==> src/rtl/ctrl_pkg.sv <==
// Shared definitions for the pipelined main-control unit: opcode and ALUop
// encodings, forwarding-select codes and the per-stage control bundles.
package ctrl_pkg;

    localparam logic [5:0] OP_RTYPE = 6'h00;
    localparam logic [5:0] OP_ADDI  = 6'h08;
    localparam logic [5:0] OP_ANDI  = 6'h0C;
    localparam logic [5:0] OP_BEQ   = 6'h04;
    localparam logic [5:0] OP_BNE   = 6'h05;
    localparam logic [5:0] OP_J     = 6'h02;
    localparam logic [5:0] OP_LW    = 6'h23;
    localparam logic [5:0] OP_SW    = 6'h2B;

    localparam logic [1:0] ALUOP_ADD   = 2'b00;
    localparam logic [1:0] ALUOP_SUB   = 2'b01;
    localparam logic [1:0] ALUOP_FUNCT = 2'b10;
    localparam logic [1:0] ALUOP_AND   = 2'b11;

    // Operand source for the EX-stage ALU inputs.
    localparam logic [1:0] FWD_RF  = 2'b00;
    localparam logic [1:0] FWD_MEM = 2'b10;
    localparam logic [1:0] FWD_WB  = 2'b01;

    // Full decoded bundle, held in ID/EX.
    typedef struct packed {
        logic       reg_dst;
        logic       alu_src;
        logic [1:0] alu_op;
        logic       branch;
        logic       bne;
        logic       jump;
        logic       mem_read;
        logic       mem_write;
        logic       mem_to_reg;
        logic       reg_write;
    } ctrl_t;

    // Controls still needed once an instruction leaves EX.
    typedef struct packed {
        logic branch;
        logic bne;
        logic jump;
        logic mem_read;
        logic mem_write;
        logic mem_to_reg;
        logic reg_write;
    } mem_ctrl_t;

    // Controls still needed in WB.
    typedef struct packed {
        logic mem_to_reg;
        logic reg_write;
    } wb_ctrl_t;

    localparam ctrl_t     CTRL_NOP     = '0;
    localparam mem_ctrl_t MEM_CTRL_NOP = '0;
    localparam wb_ctrl_t  WB_CTRL_NOP  = '0;

endpackage

==> src/rtl/ctrl_pipe_hazard_unit.sv <==
// Load-use stall detection and EX-stage forwarding selects. Purely
// combinational; register 0 never counts as a hazard or forwarding source.
module hazard_unit
    import ctrl_pkg::*;
#(
    parameter int REG_W = 5
) (
    input  logic             ex_mem_read_i,
    input  logic [REG_W-1:0] ex_rs_i,
    input  logic [REG_W-1:0] ex_rt_i,
    input  logic [REG_W-1:0] id_rs_i,
    input  logic [REG_W-1:0] id_rt_i,
    input  logic             mem_reg_write_i,
    input  logic [REG_W-1:0] mem_dst_i,
    input  logic             wb_reg_write_i,
    input  logic [REG_W-1:0] wb_dst_i,
    output logic             stall_o,
    output logic [1:0]       fwd_a_o,
    output logic [1:0]       fwd_b_o
);

    logic mem_src_ok;
    logic wb_src_ok;

    assign mem_src_ok = mem_reg_write_i && (mem_dst_i != '0);
    assign wb_src_ok  = wb_reg_write_i && (wb_dst_i != '0);

    // A load in EX whose target is read by the instruction in ID must wait one cycle.
    always_comb begin
        stall_o = 1'b0;
        if (ex_mem_read_i && (ex_rt_i != '0) &&
            ((ex_rt_i == id_rs_i) || (ex_rt_i == id_rt_i))) begin
            stall_o = 1'b1;
        end
    end

    // Operand A source; the younger EX/MEM result wins over MEM/WB.
    always_comb begin
        fwd_a_o = FWD_RF;
        if (mem_src_ok && (mem_dst_i == ex_rs_i)) begin
            fwd_a_o = FWD_MEM;
        end else if (wb_src_ok && (wb_dst_i == ex_rs_i)) begin
            fwd_a_o = FWD_WB;
        end
    end

    // Operand B source; same priority as operand A.
    always_comb begin
        fwd_b_o = FWD_RF;
        if (mem_src_ok && (mem_dst_i == ex_rt_i)) begin
            fwd_b_o = FWD_MEM;
        end else if (wb_src_ok && (wb_dst_i == ex_rt_i)) begin
            fwd_b_o = FWD_WB;
        end
    end

endmodule

==> src/rtl/ctrl_pipe.sv <==
// Pipelined main control for the 5-stage MIPS core: ID decode, ID/EX, EX/MEM
// and MEM/WB control registers, load-use stall, flush bubbles and forwarding.
// Optional build macro STALL_CNT_EN adds a saturating stall-cycle counter
// (stall_cnt port and CNT_W parameter exist only when it is defined).
module ctrl_pipe
    import ctrl_pkg::*;
#(
    parameter int OPCODE_W = 6,
    parameter int REG_W    = 5,
    parameter int ALUOP_W  = 2
`ifdef STALL_CNT_EN
    ,
    parameter int CNT_W    = 16
`endif
) (
    input  logic                clk,
    input  logic                rst_n,
    input  logic [OPCODE_W-1:0] id_opcode,
    input  logic [REG_W-1:0]    id_rs,
    input  logic [REG_W-1:0]    id_rt,
    input  logic [REG_W-1:0]    id_rd,
    input  logic                flush,
    output logic                pc_write,
    output logic                if_id_write,
    output logic                id_illegal,
    output logic                ex_reg_dst,
    output logic                ex_alu_src,
    output logic [ALUOP_W-1:0]  ex_alu_op,
    output logic [REG_W-1:0]    ex_dst,
    output logic [1:0]          fwd_a,
    output logic [1:0]          fwd_b,
    output logic                mem_read,
    output logic                mem_write,
    output logic                mem_branch,
    output logic                mem_bne,
    output logic                mem_jump,
    output logic [REG_W-1:0]    mem_dst,
    output logic                wb_reg_write,
    output logic                wb_mem_to_reg,
    output logic [REG_W-1:0]    wb_dst
`ifdef STALL_CNT_EN
    ,
    output logic [CNT_W-1:0]    stall_cnt
`endif
);

    ctrl_t            id_ctrl;
    logic             stall;

    ctrl_t            idex_ctrl_q,  idex_ctrl_d;
    logic [REG_W-1:0] idex_rs_q,    idex_rs_d;
    logic [REG_W-1:0] idex_rt_q,    idex_rt_d;
    logic [REG_W-1:0] idex_rd_q,    idex_rd_d;

    mem_ctrl_t        exmem_ctrl_q, exmem_ctrl_d;
    logic [REG_W-1:0] exmem_dst_q,  exmem_dst_d;

    wb_ctrl_t         memwb_ctrl_q, memwb_ctrl_d;
    logic [REG_W-1:0] memwb_dst_q,  memwb_dst_d;

    logic [REG_W-1:0] ex_dst_w;

    // Opcode decode; anything outside the table decodes to a bubble and flags illegal.
    always_comb begin
        id_ctrl    = CTRL_NOP;
        id_illegal = 1'b0;
        case (id_opcode)
            OPCODE_W'(OP_RTYPE): begin
                id_ctrl.reg_dst   = 1'b1;
                id_ctrl.alu_op    = ALUOP_FUNCT;
                id_ctrl.reg_write = 1'b1;
            end
            OPCODE_W'(OP_ADDI): begin
                id_ctrl.alu_src   = 1'b1;
                id_ctrl.alu_op    = ALUOP_ADD;
                id_ctrl.reg_write = 1'b1;
            end
            OPCODE_W'(OP_ANDI): begin
                id_ctrl.alu_src   = 1'b1;
                id_ctrl.alu_op    = ALUOP_AND;
                id_ctrl.reg_write = 1'b1;
            end
            OPCODE_W'(OP_BEQ): begin
                id_ctrl.branch = 1'b1;
                id_ctrl.alu_op = ALUOP_SUB;
            end
            OPCODE_W'(OP_BNE): begin
                id_ctrl.bne    = 1'b1;
                id_ctrl.alu_op = ALUOP_SUB;
            end
            OPCODE_W'(OP_J): begin
                id_ctrl.jump = 1'b1;
            end
            OPCODE_W'(OP_LW): begin
                id_ctrl.alu_src    = 1'b1;
                id_ctrl.alu_op     = ALUOP_ADD;
                id_ctrl.mem_read   = 1'b1;
                id_ctrl.mem_to_reg = 1'b1;
                id_ctrl.reg_write  = 1'b1;
            end
            OPCODE_W'(OP_SW): begin
                id_ctrl.alu_src   = 1'b1;
                id_ctrl.alu_op    = ALUOP_ADD;
                id_ctrl.mem_write = 1'b1;
            end
            default: begin
                id_illegal = 1'b1;
            end
        endcase
    end

    hazard_unit #(
        .REG_W(REG_W)
    ) u_hazard (
        .ex_mem_read_i   (idex_ctrl_q.mem_read),
        .ex_rs_i         (idex_rs_q),
        .ex_rt_i         (idex_rt_q),
        .id_rs_i         (id_rs),
        .id_rt_i         (id_rt),
        .mem_reg_write_i (exmem_ctrl_q.reg_write),
        .mem_dst_i       (exmem_dst_q),
        .wb_reg_write_i  (memwb_ctrl_q.reg_write),
        .wb_dst_i        (memwb_dst_q),
        .stall_o         (stall),
        .fwd_a_o         (fwd_a),
        .fwd_b_o         (fwd_b)
    );

    // A flush overrides the stall so the front end keeps fetching from the new target.
    assign pc_write    = flush | ~stall;
    assign if_id_write = flush | ~stall;

    assign ex_dst_w = idex_ctrl_q.reg_dst ? idex_rd_q : idex_rt_q;

    // ID/EX next value: bubble on flush or load-use stall, otherwise the decoded ID instruction.
    always_comb begin
        idex_ctrl_d = CTRL_NOP;
        idex_rs_d   = '0;
        idex_rt_d   = '0;
        idex_rd_d   = '0;
        if (!flush && !stall) begin
            idex_ctrl_d = id_ctrl;
            idex_rs_d   = id_rs;
            idex_rt_d   = id_rt;
            idex_rd_d   = id_rd;
        end
    end

    // EX/MEM next value: bubble on flush, otherwise the EX instruction's remaining controls.
    always_comb begin
        exmem_ctrl_d = MEM_CTRL_NOP;
        exmem_dst_d  = '0;
        if (!flush) begin
            exmem_ctrl_d.branch     = idex_ctrl_q.branch;
            exmem_ctrl_d.bne        = idex_ctrl_q.bne;
            exmem_ctrl_d.jump       = idex_ctrl_q.jump;
            exmem_ctrl_d.mem_read   = idex_ctrl_q.mem_read;
            exmem_ctrl_d.mem_write  = idex_ctrl_q.mem_write;
            exmem_ctrl_d.mem_to_reg = idex_ctrl_q.mem_to_reg;
            exmem_ctrl_d.reg_write  = idex_ctrl_q.reg_write;
            exmem_dst_d             = ex_dst_w;
        end
    end

    // MEM/WB next value: always advances, the branch it resolves is older than the flush.
    always_comb begin
        memwb_ctrl_d            = WB_CTRL_NOP;
        memwb_ctrl_d.mem_to_reg = exmem_ctrl_q.mem_to_reg;
        memwb_ctrl_d.reg_write  = exmem_ctrl_q.reg_write;
        memwb_dst_d             = exmem_dst_q;
    end

    // Stage registers; reset empties the whole pipe to bubbles.
    always_ff @(posedge clk) begin
        if (!rst_n) begin
            idex_ctrl_q  <= CTRL_NOP;
            idex_rs_q    <= '0;
            idex_rt_q    <= '0;
            idex_rd_q    <= '0;
            exmem_ctrl_q <= MEM_CTRL_NOP;
            exmem_dst_q  <= '0;
            memwb_ctrl_q <= WB_CTRL_NOP;
            memwb_dst_q  <= '0;
        end else begin
            idex_ctrl_q  <= idex_ctrl_d;
            idex_rs_q    <= idex_rs_d;
            idex_rt_q    <= idex_rt_d;
            idex_rd_q    <= idex_rd_d;
            exmem_ctrl_q <= exmem_ctrl_d;
            exmem_dst_q  <= exmem_dst_d;
            memwb_ctrl_q <= memwb_ctrl_d;
            memwb_dst_q  <= memwb_dst_d;
        end
    end

    assign ex_reg_dst    = idex_ctrl_q.reg_dst;
    assign ex_alu_src    = idex_ctrl_q.alu_src;
    assign ex_alu_op     = ALUOP_W'(idex_ctrl_q.alu_op);
    assign ex_dst        = ex_dst_w;
    assign mem_read      = exmem_ctrl_q.mem_read;
    assign mem_write     = exmem_ctrl_q.mem_write;
    assign mem_branch    = exmem_ctrl_q.branch;
    assign mem_bne       = exmem_ctrl_q.bne;
    assign mem_jump      = exmem_ctrl_q.jump;
    assign mem_dst       = exmem_dst_q;
    assign wb_reg_write  = memwb_ctrl_q.reg_write;
    assign wb_mem_to_reg = memwb_ctrl_q.mem_to_reg;
    assign wb_dst        = memwb_dst_q;

`ifdef STALL_CNT_EN
    logic [CNT_W-1:0] stall_cnt_q, stall_cnt_d;

    // Count genuine stall cycles only; a flushed stall inserts no extra bubble.
    always_comb begin
        stall_cnt_d = stall_cnt_q;
        if (stall && !flush && (stall_cnt_q != '1)) begin
            stall_cnt_d = stall_cnt_q + {{(CNT_W-1){1'b0}}, 1'b1};
        end
    end

    // Stall counter register.
    always_ff @(posedge clk) begin
        if (!rst_n) begin
            stall_cnt_q <= '0;
        end else begin
            stall_cnt_q <= stall_cnt_d;
        end
    end

    assign stall_cnt = stall_cnt_q;
`endif

endmodule
==> config.mk <==
export PLATFORM = sky130hd
export DESIGN_NAME = ctrl_pipe
export DESIGN_NICKNAME = d
export VERILOG_FILES = /design/src/rtl/ctrl_pkg.sv /design/src/rtl/ctrl_pipe_hazard_unit.sv /design/src/rtl/ctrl_pipe.sv
export SDC_FILE = /design/constraint.sdc
export NUM_CORES = 1
export LEC_CHECK = 0
export BUFFER_PORTS_ARGS = -buffer_cell sky130_fd_sc_hd__buf_2
export CORE_MARGIN = 10
export CORE_UTILIZATION = 50
export CTS_BUF_LIST = sky130_fd_sc_hd__clkbuf_4 sky130_fd_sc_hd__clkbuf_8 sky130_fd_sc_hd__clkbuf_16
export CTS_CLUSTER_DIAMETER = 40
export DETAILED_ROUTE_END_ITERATION = 16
export GPL_TIMING_DRIVEN = 0
export MAX_ROUTING_LAYER = met4
export PLACE_DENSITY_LB_ADDON = 0.2
export SYNTH_ARGS = -nofsm -noshare
export SYNTH_HDL_FRONTEND = slang
export SYNTH_SLANG_ARGS = --single-unit
==> constraint.sdc <==
create_clock -name clk -period 2.2 [get_ports clk]
set_input_delay 0.11 -clock clk [delete_from_list [all_inputs] [get_ports clk]]
set_output_delay 0.11 -clock clk [all_outputs]
set_load 0.02 [all_outputs]
==> impl_metrics.sql, run 1 <==
INSERT INTO impl_metrics (metric_group, metric, value, unit) VALUES
('outcome', 'status', 'finished clean', ''),
('sta', 'clock_skew', '2.03', 'ps'),
('global_route', 'antenna_found_initial', '0', ''),
('run', 'max_cap_violations', '0', ''),
('placement', 'place.gp.congestion', '0.843', ''),
('power', 'ir_worst_vdd', '0.435', 'mV'),
('yosys', 'synthDominantAreaCellType', 'sky130_fd_sc_hd__dfxtp_1', ''),
('worst_setup_path', 'timing.critical_path.required', '2090', 'ps'),
('global_route', 'grt_start_max_net_pins', '16', ''),
('worst_setup_path', 'reg2regPathDepth', '6', ''),
('yosys', 'number_of_distinct_library_cells_after_synthesis', '30', ''),
('yosys', 'synth-compound-area-share', '3.69', '%'),
('worst_setup_path', 'crit_path_class', 'flop to output port', ''),
('yosys', 'yosysWarnings', '0', ''),
('routing', 'drtPass1Iterations', '4', ''),
('placement', 'dp_hpwl', '3200', 'um'),
('global_route', 'grt_first_pass_wirelength', '6660', 'um'),
('hold_path', 'hp-class', 'input pin to flop', ''),
('layout', 'largest_reg_flops', '6', ''),
('power', 'seq_power_share', '54.8', '%'),
('sta', 'max_clock_freq', '0.481', 'GHz'),
('worst_setup_path', 'critical-path-max-stage-delay', '520', 'ps'),
('yosys', 'yosysTopAreaCellShare', '47.0', '%'),
('yosys', 'synth.cell_area', '1830', 'sq um'),
('global_route', 'globalRouteOverflowTotal', '0', ''),
('layout', 'diodes', '0', ''),
('worst_setup_path', 'timing.critical_path.mode_cell', 'sky130_fd_sc_hd__nor4_1', ''),
('worst_setup_path', 'path_cells', 'or4_1 > o21ai_1 > nor4_1 > nor4_1 > buf_2', ''),
('sta', 'worst_slack', '123', 'ps'),
('floorplan', 'die_height', '80.5', 'um'),
('worst_setup_path', 'timing.critical_path.buf_inv', '1', ''),
('layout', 'layout_cell_share_with_drive_strength_beyond_1', '36.2', '%'),
('worst_setup_path', 'worst_ep_arrival_time', '1970', 'ps'),
('floorplan', 'core-area', '3440', 'sq um'),
('cts', 'worst_setup_hold_path_clk_slew', '80', 'ps'),
('cts', 'tritoncts', 'built', ''),
('routing', 'drt-wirelength-per-cell', '14.4', 'um'),
('routing', 'dr.first_iter.drc_count', '46', ''),
('placement', 'numPortBuffers', '56', ''),
('floorplan', 'floorplan.initialDensity', '53.2', '%'),
('sta', 'slew-limit-headroom', '64.5', '%'),
('cts', 'postCtsHoldBufs', '0', ''),
('yosys', 'postSynthCellCount', '177', ''),
('floorplan', 'fp.dieArea', '6480', 'sq um'),
('yosys', 'synth_sequential_area_ratio', '47.0', '%'),
('cts', 'clk_root_buffer_cell', 'sky130_fd_sc_hd__clkbuf_8', ''),
('layout', 'synthToLayoutAreaGrowth', '25.3', '%'),
('global_route', 'first_global_vias', '1409', ''),
('yosys', 'syn_avg_cell_area', '10.3', 'sq um'),
('layout', 'layout_commonest_cell', 'sky130_fd_sc_hd__buf_2', ''),
('sta', 'worst_slew_pin_slew', '528', 'ps'),
('routing', 'dr_total_vias', '1426', ''),
('placement', 'dp_worst_setup_slack', '290', 'ps'),
('yosys', 'synth-adder-area-share', '0', '%'),
('routing', 'drtAntennaViolNets', '0', ''),
('routing', 'drc', '0', ''),
('power', 'switchingPower', '376', 'uW'),
('yosys', 'ys_ff_latch', '43', ''),
('floorplan', 'floorplan.io_pins', '57', ''),
('cts', 'ctsLongestPathBuffers', '2', ''),
('power', 'power_density_over_the_cells', '636', 'nW/um^2'),
('sta', 'grt_setup_unrepaired', 'no', ''),
('cts', 'worst_skew_pair.late_latency', '300', 'ps'),
('sta', 'setup_tns', '0', 'ps'),
('layout', 'top_register', 'idex_ctrl_q', ''),
('cts', 'htree_num_levels', '2', ''),
('routing', 'routed_wirelength', '4160', 'um'),
('yosys', 'post_synth_mux_area_share', '3.07', '%'),
('worst_setup_path', 'worst_r2r_startpoint', 'idex_rt_q[2]', ''),
('hold_path', 'endpoint_with_the_worst_hold_slack', 'idex_rd_q[3]', ''),
('power', 'power.static_leakage', '0.00117', 'uW');
-- cell usage after synthesis --
cell type / n
sky130_fd_sc_hd__nor4b_1: 1
sky130_fd_sc_hd__nand3_1: 5
sky130_fd_sc_hd__nand2b_1: 3
sky130_fd_sc_hd__nor3_2: 1
sky130_fd_sc_hd__nor3_1: 4
sky130_fd_sc_hd__or4_4: 1
sky130_fd_sc_hd__o221ai_4: 1
sky130_fd_sc_hd__nor3b_2: 1
sky130_fd_sc_hd__dfxtp_1: 43
sky130_fd_sc_hd__nor2b_1: 1
sky130_fd_sc_hd__o22ai_1: 1
sky130_fd_sc_hd__buf_4: 3
sky130_fd_sc_hd__clkbuf_1: 3
sky130_fd_sc_hd__nand2_1: 1
sky130_fd_sc_hd__nor2_1: 6
sky130_fd_sc_hd__xor2_1: 18
sky130_fd_sc_hd__and2_1: 18
sky130_fd_sc_hd__a21oi_1: 5
sky130_fd_sc_hd__nor4_1: 5
sky130_fd_sc_hd__and4_1: 5
sky130_fd_sc_hd__o21ai_1: 2
sky130_fd_sc_hd__xnor2_1: 12
sky130_fd_sc_hd__buf_6: 3
sky130_fd_sc_hd__or2_1: 1
sky130_fd_sc_hd__nor4b_2: 1
sky130_fd_sc_hd__or4_1: 4
sky130_fd_sc_hd__mux2_2: 5
sky130_fd_sc_hd__or2_2: 1
sky130_fd_sc_hd__and3_1: 18
sky130_fd_sc_hd__buf_2: 4
-- how the worst max path moves through the flow --
stage	start	to	slack (ps)	cells past startpoint
2_1_floorplan	mem_dst[4]	fwd_a[0]	110	4
3_3_place_gp	idex_rt_q[0]	pc_write	300	8
3_5_place_dp	idex_rt_q[0]	pc_write	290	8
4_1_cts	idex_rt_q[0]	pc_write	10	8
5_1_grt	idex_rt_q[0]	pc_write	2	8
6_report	mem_dst[4]	fwd_a[0]	120	5
-- layout make-up --
class                   count  area, sq um
multi-input cells         121          895
fillers                   304         1150
repair buffers             58          295
clock inverters             3         23.8
well taps                  46         57.6
flip-flops and latches     43          861
clock buffers               5         68.8
plain buffers              13         95.1
-- routing by layer --
layer  vias to the layer above  global-route usage, %  routed length (um)
met2                        46                   20.0                1960
met1                       636                   15.4                1780
met3                         6                   5.68                 355
li1                        738                      -                   -
met5                         -                      -                   0
met4                         0                   6.16                  61
-- power by group through the flow --
stage               sequential [uW]  combinational [uW]  clock [uW]
global route                    804                 160         561
finish                          801                 146         514
CTS                             801                 144         521
global placement                819                 140           0
floorplan                       821                83.5           0
detailed placement              820                 142           0
-- cells by family (layout without fill, tap and decap cells) --
logic type | Yosys count | after routing
xor gates and xnor gates | 30 | 30
muxes | 5 | 5
buffers and inverters | 13 | 79
and+or+nand+nor | 77 | 77
AOI/OAI and AO/OA | 9 | 9
DFF | 43 | 43
-- per-stage QoR --
step / std cells / total power, uW
global route: 289 / 1520
finish: 289 / 1460
global placement: 279 / 959
CTS: 287 / 1470
floorplan: 177 / 905
detailed placement: 279 / 961
-- repair_timing --
action                                  in CTS  in global routing
endpoints found under the setup margin       1                  2
cloned                                       0                  0
pin swaps                                    0                  3
buffers inserted                             0                  2
gates resized for setup                      1                  4
Power figures use the tool's default switching activity.
==> run 2: changes to the inputs <==
--- a/config.mk
+++ b/config.mk
@@ -7,7 +7,7 @@
 export LEC_CHECK = 0
 export BUFFER_PORTS_ARGS = -buffer_cell sky130_fd_sc_hd__buf_2
 export CORE_MARGIN = 10
-export CORE_UTILIZATION = 50
+export CORE_UTILIZATION = 54
 export CTS_BUF_LIST = sky130_fd_sc_hd__clkbuf_4 sky130_fd_sc_hd__clkbuf_8 sky130_fd_sc_hd__clkbuf_16
 export CTS_CLUSTER_DIAMETER = 40
 export DETAILED_ROUTE_END_ITERATION = 16
==> constraint.sdc (replaced) <==
create_clock -name clk -period 2.6 [get_ports clk]
set_input_delay 0.13 -clock clk [delete_from_list [all_inputs] [get_ports clk]]
set_output_delay 0.13 -clock clk [all_outputs]
set_load 0.02 [all_outputs]
==> impl_metrics.sql, run 2 (synthesis results as in run 1) <==
INSERT INTO impl_metrics (metric_group, metric, value, unit) VALUES
('outcome', 'status', 'finished clean', ''),
('routing', 'drc', '0', ''),
('routing', 'drt-wirelength-per-cell', '13.9', 'um'),
('sta', 'fin_crit', '2330', 'ps'),
('global_route', 'grt_start_max_net_pins', '16', ''),
('cts', 'htree_num_levels', '2', ''),
('worst_setup_path', 'endpoint_class_of_the_critical_path', 'output port', ''),
('cts', 'worst_skew_pair.late_latency', '360', 'ps'),
('hold_path', 'hp-class', 'input pin to flop', ''),
('global_route', 'globalRouteOverflowTotal', '0', ''),
('cts', 'worst_setup_hold_path_clk_slew', '120', 'ps'),
('worst_setup_path', 'path_cells', 'buf_2 > xnor2_1 > nand3_1 > nor3_1 > o221ai_4 > or2_1 > buf_4 > buf_2', ''),
('worst_setup_path', 'worst-path-max-fanout', '8', ''),
('worst_setup_path', 'critical-path-max-stage-delay', '340', 'ps'),
('sta', 'timing.hold.ws', '23.6', 'ps'),
('worst_setup_path', 'crit_path_start_kind', 'flop', ''),
('layout', 'largest_reg_flops', '6', ''),
('routing', 'met2WireLength', '1910', 'um'),
('sta', 'worst_slew_pin_slew', '668', 'ps'),
('floorplan', 'floorplan.io_pins', '57', ''),
('layout', 'diodes', '0', ''),
('cts', 'post_cts_resize_count', '0', ''),
('placement', 'dp_worst_setup_slack', '675', 'ps'),
('placement', 'dp_hpwl', '3210', 'um'),
('floorplan', 'floorplan.rows', '21', ''),
('sta', 'report.final.setup_viol', '0', ''),
('run', 'max_cap_violations', '0', ''),
('routing', 'maxUsedRoutingLayer', 'met4', ''),
('power', 'ir_worst_vdd', '0.464', 'mV'),
('routing', 'vias_per_cell', '4.99', ''),
('layout', 'top_register', 'idex_ctrl_q', ''),
('placement', 'numPortBuffers', '56', ''),
('floorplan', 'die_height', '78.2', 'um'),
('cts', 'cts_inserted_buffers', '5', ''),
('routing', 'drtAntennaViolNets', '0', ''),
('worst_setup_path', 'timing.critical_path.required', '2470', 'ps'),
('cts', 'ctsLongestPathBuffers', '2', ''),
('worst_setup_path', 'crit_path_class', 'flop to output port', ''),
('floorplan', 'floorplan.initialDensity', '55.3', '%'),
('sta', 'slew-limit-headroom', '55.1', '%'),
('floorplan', 'core-area', '3310', 'sq um'),
('sta', 'worst_slack', '271', 'ps'),
('routing', 'routed_wirelength', '4070', 'um'),
('worst_setup_path', 'reg2reg_setup_slack', '840', 'ps'),
('sta', 'timing.final.hold_violations', '0', ''),
('layout', 'multi_input_comb_area', '883', 'sq um'),
('hold_path', 'min_delay_path_depth', '2', ''),
('power', 'power.static_leakage', '0.00117', 'uW'),
('worst_setup_path', 'timing.critical_path.mode_cell', 'sky130_fd_sc_hd__buf_2', ''),
('cts', 'tritoncts', 'built', ''),
('routing', 'routed-wl-met3', '318', 'um'),
('floorplan', 'fp.dieArea', '6120', 'sq um'),
('routing', 'dr.first_iter.drc_count', '56', ''),
('layout', 'filler_cell_count', '288', ''),
('routing', 'drtPass1Iterations', '4', ''),
('sta', 'max_clock_freq', '0.429', 'GHz'),
('placement', 'place.gp.congestion', '0.873', ''),
('floorplan', 'die-width', '78.2', 'um'),
('worst_setup_path', 'worst_ep_arrival_time', '2200', 'ps'),
('cts', 'clock_sinks', '43', ''),
('sta', 'final_max_slew_viol_count', '0', ''),
('power', 'power_density_over_the_cells', '498', 'nW/um^2'),
('global_route', 'grt_first_pass_wirelength', '6710', 'um'),
('layout', 'layout_commonest_cell', 'sky130_fd_sc_hd__buf_2', ''),
('routing', 'drt-met1-wl', '1790', 'um'),
('layout', 'synthToLayoutAreaGrowth', '24.6', '%'),
('cts', 'clk_root_buffer_cell', 'sky130_fd_sc_hd__clkbuf_4', ''),
('global_route', 'antenna_found_initial', '0', ''),
('sta', 'grt_setup_unrepaired', 'no', ''),
('layout', 'layout.nets', '269', ''),
('sta', 'fin_crit_sh', '89.6', '%'),
('routing', 'dr_total_vias', '1456', ''),
('sta', 'setup_tns', '0', 'ps'),
('worst_setup_path', 'crit_slowest_cell', 'sky130_fd_sc_hd__nor3_1', ''),
('sta', 'clock_skew', '9.66', 'ps'),
('layout', 'layout_cell_share_with_drive_strength_beyond_1', '34.6', '%'),
('global_route', 'grt_use_total', '13.6', '%'),
('layout', 'final-seq-area', '861', 'sq um'),
('worst_setup_path', 'reg2regPathDepth', '7', ''),
('global_route', 'first_global_vias', '1403', ''),
('layout', 'most-common-layout-cells', 'sky130_fd_sc_hd__buf_2 (60), sky130_fd_sc_hd__dfxtp_1 (43), sky130_fd_sc_hd__xor2_1 (18), sky130_fd_sc_hd__and3_1 (18), sky130_fd_sc_hd__and2_1 (18)', '');
-- run 2: cell count changes in the layout (fill, tap and decap cells not counted) --
cell                            delta
sky130_fd_sc_hd__buf_2             +3
sky130_fd_sc_hd__inv_6             -1
sky130_fd_sc_hd__nor3_4            -1
sky130_fd_sc_hd__nor3_1            +1
sky130_fd_sc_hd__buf_4             -2
sky130_fd_sc_hd__clkbuf_4          +2
sky130_fd_sc_hd__clkinv_4          +2
sky130_fd_sc_hd__clkinvlp_4        -1
sky130_fd_sc_hd__dlygate4sd3_1     +5
sky130_fd_sc_hd__clkbuf_8          -5
-- run 2: per-stage QoR --
stage | cell area (sq um) | power (uW) | util (%) | instances
final | 2280 | 1140 | 68.9 | 292
after global routing | 2280 | 1190 | 68.9 | 292
after CTS | 2280 | 1150 | 68.9 | 292
after detailed placement | 2170 | 813 | 65.5 | 279
after global placement | 2170 | 811 | 65.5 | 279
after floorplan | 1830 | 765 | - | 177
-- run 2: area by class of cell --
| type | instances | share of cell area [%] |
|---|---|---|
| sequential | 43 | 37.7 |
| multi-input combinational | 121 | 38.7 |
| clock buffer | 5 | 1.64 |
| tap | 46 | 2.52 |
| buffer | 13 | 3.84 |
| timing repair buffer | 61 | 14.5 |
| clock inverter | 3 | 1.10 |
-- run 2: timing repair --
item | in CTS | in global routing
buffers inserted | 0 | 0
endpoints found under the hold margin | 5 | 0
setup endpoints to repair | 0 | 0
hold buffers | 5 | 0
-- run 2: worst paths after layout --
check,startpoint,to
worst max register to register,idex_rt_q[0],idex_rs_q[2]
worst max-delay path,idex_rt_q[0],pc_write
worst min-delay path,id_rt[1],idex_rt_q[1]
worst min register to register,idex_ctrl_q[5],mem_bne
-- run 2: per-layer routing --
layer / vias up / global-route usage (%)
met4: 0 / 3.76
met2: 47 / 20.9
li1: 748 / -
met5: - / -
met3: 5 / 5.35
met1: 656 / 16.3
-- run 2: power by group --
group	switching, uW	internal, uW
Clock	224	108
Combinational	65.1	59.6
Sequential	7.43	671
Total	296	839
-- run 2: worst max-delay path, delay by kind of cell (launching register included) --
family	cells	cell delay [ps]
compound gates	1	210
buf+inv	3	490
xor+xnor	1	140
flops	1	320
simple gates	3	690
